File: src/rtl/if_instr_fifo_pkg.sv
// Shared fetch-queue types and constants for the IF stage.
package if_instr_fifo_pkg;

  typedef struct packed {
    logic [31:0] pc;
    logic [31:0] instr;
    logic        adel;
  } IFQ_Entry_t;

  localparam int unsigned IFQ_DEPTH = 4;
  localparam logic [31:0] NOP_WORD  = 32'b0;

endpackage

File: src/rtl/if_instr_fifo.sv
// First-word fall-through prefetch queue between I-cache read data and the IF/ID register.
// A flush discards the queue contents and any push or pop in the same cycle.
module if_instr_fifo
  import if_instr_fifo_pkg::*;
#(
  parameter int unsigned DEPTH = IFQ_DEPTH
) (
  input  logic        clk,
  input  logic        rst,
  input  logic        IF_Flush,
  input  logic        Cache_Valid,
  input  logic [31:0] Cache_PC,
  input  logic [31:0] Cache_Instr,
  input  logic        Cache_AdEL,
  output logic        Fifo_Full,
  input  logic        ID_Wr,
  output logic        IF_Valid,
  output logic [31:0] IF_PC,
  output logic [31:0] IF_Instr,
  output logic        IF_AdEL
);

  localparam int unsigned PTR_W = $clog2(DEPTH);
  localparam logic [PTR_W-1:0] PTR_ONE  = PTR_W'(1);
  localparam logic [PTR_W:0]   CNT_ONE  = (PTR_W + 1)'(1);
  localparam logic [PTR_W:0]   CNT_FULL = (PTR_W + 1)'(DEPTH);

  IFQ_Entry_t       mem [DEPTH];
  IFQ_Entry_t       head;
  logic [PTR_W-1:0] rd_ptr;
  logic [PTR_W-1:0] wr_ptr;
  logic [PTR_W:0]   count;
  logic             push;
  logic             pop;

  // Full comes only from the registered count, so a same-cycle pop never admits a push.
  assign Fifo_Full = (count == CNT_FULL);
  assign IF_Valid  = (count != '0);
  assign push      = Cache_Valid && !Fifo_Full && !IF_Flush;
  assign pop       = ID_Wr && IF_Valid && !IF_Flush;

  always_ff @(posedge clk or posedge rst) begin
    if (rst) begin
      rd_ptr <= '0;
      wr_ptr <= '0;
      count  <= '0;
    end else if (IF_Flush) begin
      rd_ptr <= '0;
      wr_ptr <= '0;
      count  <= '0;
    end else begin
      if (push) wr_ptr <= wr_ptr + PTR_ONE;
      if (pop)  rd_ptr <= rd_ptr + PTR_ONE;
      case ({push, pop})
        2'b10:   count <= count + CNT_ONE;
        2'b01:   count <= count - CNT_ONE;
        default: count <= count;
      endcase
    end
  end

  always_ff @(posedge clk) begin
    if (push) mem[wr_ptr] <= '{pc: Cache_PC, instr: Cache_Instr, adel: Cache_AdEL};
  end

  always_comb begin
    head     = mem[rd_ptr];
    IF_PC    = '0;
    IF_Instr = NOP_WORD;
    IF_AdEL  = 1'b0;
    if (IF_Valid) begin
      IF_PC    = head.pc;
      IF_Instr = head.instr;
      IF_AdEL  = head.adel;
    end
  end

endmodule

File: config.mk
export PLATFORM = sky130hd
export DESIGN_NAME = if_instr_fifo
export DESIGN_NICKNAME = d
export VERILOG_FILES = /design/src/rtl/if_instr_fifo_pkg.sv /design/src/rtl/if_instr_fifo.sv
export SDC_FILE = /design/constraint.sdc
export NUM_CORES = 1
export LEC_CHECK = 0
export BUFFER_PORTS_ARGS = -buffer_cell sky130_fd_sc_hd__buf_2
export CAP_MARGIN = 30
export CORE_AREA = 8 8 167 169
export DETAILED_ROUTE_END_ITERATION = 10
export DIE_AREA = 0 0 175 177
export RECOVER_POWER = 50
export SYNTH_ARGS = -nofsm -noshare
export SYNTH_HDL_FRONTEND = slang
export SYNTH_SLANG_ARGS = --single-unit
export TNS_END_PERCENT = 1
File: constraint.sdc
create_clock -name clk -period 4.11 [get_ports clk]
set_clock_uncertainty 0.2 [all_clocks]
set_input_delay 0.822 -clock clk [delete_from_list [all_inputs] [get_ports clk]]
set_output_delay 0.822 -clock clk [all_outputs]
set_load 0.03 [all_outputs]
==> results.toml <==
[clocking]
cts_max_level = 1
cts.reportedPaths.clkPinSlew_ps = 60
ctsHoldBuffers = 0
cts_setup_buffers = 0
cts_tree = "done"
cts_resized = 0
cts-buffers-inserted = 28
clk_latency_ps = 520
cts_root_buffer = "clkbuf_16"
cts_buffer_depth = 3
cts_num_sinks = 267

[placement]
gp_congestion = 0.716
place_inst = 932
dp_slack_ps = 1020
io_buffers = 136
dp.final_hpwl_mm = 12.6

[timing]
finalSetupTns_ps = 0
fmaxAchievable_mhz = 279
rsz0062_at_grt = "false"
slew-limit-headroom = -0.193
tightest_slew_ps = 1790
setup_ws_ps = 525
finalHoldViolCount = 0
maxSlewViolCount = 30
setup_violations = 0
period_needed_ps = 3580
fin_crit_sh = 0.872

[worst_setup_path]
cp_data_arrival_time_ps = 2560
crit_type = "flop to output pin"
cp.required_ps = 3090
end_kind = "output pin"
critPathLaunch = "rd_ptr[0]$_DFFE_PP0P_"
cp_cell_sequence = "buf_4 -> mux4_2 -> and2_1 -> buf_2"
regToRegStartpoint = "count[1]$_DFFE_PP0P_"
path_buf_inv = 2
startpoint_type = "flop"
max_stage_delay_ps = 750
crit_family = "flip-flops"
crit_path_max_fanout = 23
crit_path_top_delay_cell = "dfrtp_4"

[routing]
drc = 0
drtIter0Drc = 308
vias = 5050
first_pass_iters = 6
avgRoutedWirePerCell_um = 21.4
final_antenna_net_count = 0
avgViaCountPerCell = 5.13
wl_met2_mm = 10.9
wl_met3_mm = 1.38
totalWireLength_mm = 21.1
met1Wirelength_mm = 8.33
highest_layer = "met5"

[outcome]
outcome = "complete, but fails checks"
violations = "capacitance limit, slew limit"

[finish]
register_area_sq_mm = 0.00799
final_common_cell = "edfxtp_1"
multi_input_area_sq_mm = 0.00223
final_nets = 702
mostFrequentLayoutCells = "edfxtp_1, buf_2, and2_1, clkbuf_1, mux4_2"
fillers = 2147
fin_cells = 984
drive_gt1_frac = 0.302
post-route-util = 0.487
num_antenna_cells = 0
area_growth_pct = 19.0

[worst_hold_path]
min-delay-path-class = "input pin to asynchronous set/reset pin"

[run]
maxCapViolCount = 1

[synthesis]
ys_types = 33
synth_edf_count = 260
seq_area_frac_synth = 0.766
synth_async_sr_flop_share = 0.0262
ys_seq_elements = 267
synth_warnings = 0
synth.avg_cell_area_sq_um = 21.7
synth.cell_area_sq_mm = 0.0104
synthesis.nets = 556
netlist_instances = 481
synth_flop_cell = "edfxtp_1"

[power]
peakVddDrop_mv = 0.348
p_per_area_mw_per_mm2 = 541
p_leak_nw = 4.13
power_w = 0.00671

[floorplanning]
dieHeight_um = 177
start_util = 0.409
ioPinCount = 137
floorplan.die_area_sq_mm = 0.0310
die_width_um = 175
fp.coreArea_sq_mm = 0.0255
rows = 59

[grt]
grt_max_degree = 69
grt_usage = 0.135
grt_pass1_wl_mm = 32.5
antenna_found_initial = 3
grt_overflow = 0
grt_pass1_vias = 5712
cell usage after synthesis (3+ instances only):
master	instances	area, sq um
dfrtp_1	7	175
and2_1	70	438
buf_2	7	35.0
ha_1	4	50.1
edfxtp_1	260	7810
nand2_1	3	11.3
buf_12	4	80.1
a21oi_1	7	35.0
buf_4	3	22.5
clkbuf_1	11	41.3
inv_1	5	18.8
nor2_1	8	30.0
mux4_2	65	1460
final timing paths:
check	end	slack [ps]	depth (start not counted)
min reg2reg	wr_ptr[1]$_DFFE_PP0P_	390	2
min in group clk	mem[2][5]$_DFFE_PP_	350	1
max	IF_Instr[5]	530	4
max reg2reg	mem[1][29]$_DFFE_PP_	720	5
max in group asynchronous	rd_ptr[0]$_DFFE_PP0P_	3370	2
min	count[0]$_DFFE_PP0P_	60	2
cell type report:
cell class | instances | share of cell area
Clock buffer | 37 | 0.0658
Sequential cell | 267 | 0.645
Clock inverter | 15 | 0.0156
Inverter | 5 | 0.00151
Tap cell | 335 | 0.0338
Multi-Input combinational cell | 182 | 0.180
Timing Repair Buffer | 143 | 0.0587
worst register-to-register path: stages (launching register included):
cell and delay [ps]:
dfrtp_1 520, or3b_2 240, nand2_1 120, nor2_1 220, and2_1 1380, buf_12 370
cells by family after synthesis:
family / Yosys count / synth area share
flip-flops: 267 / 0.766
multiplexers: 66 / 0.142
AO/OA/AOI/OAI: 16 / 0.00949
XOR/XNOR: 3 / 0.00252
buffers and inverters: 32 / 0.0205
AND/OR/NAND/NOR: 92 / 0.0530
adder cells (fa/ha/maj): 5 / 0.00673
registers in the layout, summed over array words and instances (netlist names):
register  flops
count         3
wr_ptr        2
rd_ptr        2
mem         260
power by group:
| part | total [W] | switching, W | internal (W) |
|---|---|---|---|
| logic | 0.000886 | 0.000547 | 0.000339 |
| clock network | 0.00268 | 0.000980 | 0.00170 |
| registers | 0.00314 | 0.0000542 | 0.00309 |
metal layers:
layer	up-vias	GRT usage
li1	2226	-
met1	2621	0.159
met2	154	0.243
met3	43	0.0344
met4	6	0.0364
met5	-	0
through the flow:
step	hold WS, ps	cell area (sq um)
finish	62.2	12400
floorplan	343	10400
CTS	43.9	12500
global placement	355	11500
global route	68.9	12400
detailed placement	381	11500
(Power assumes the default switching activity.)
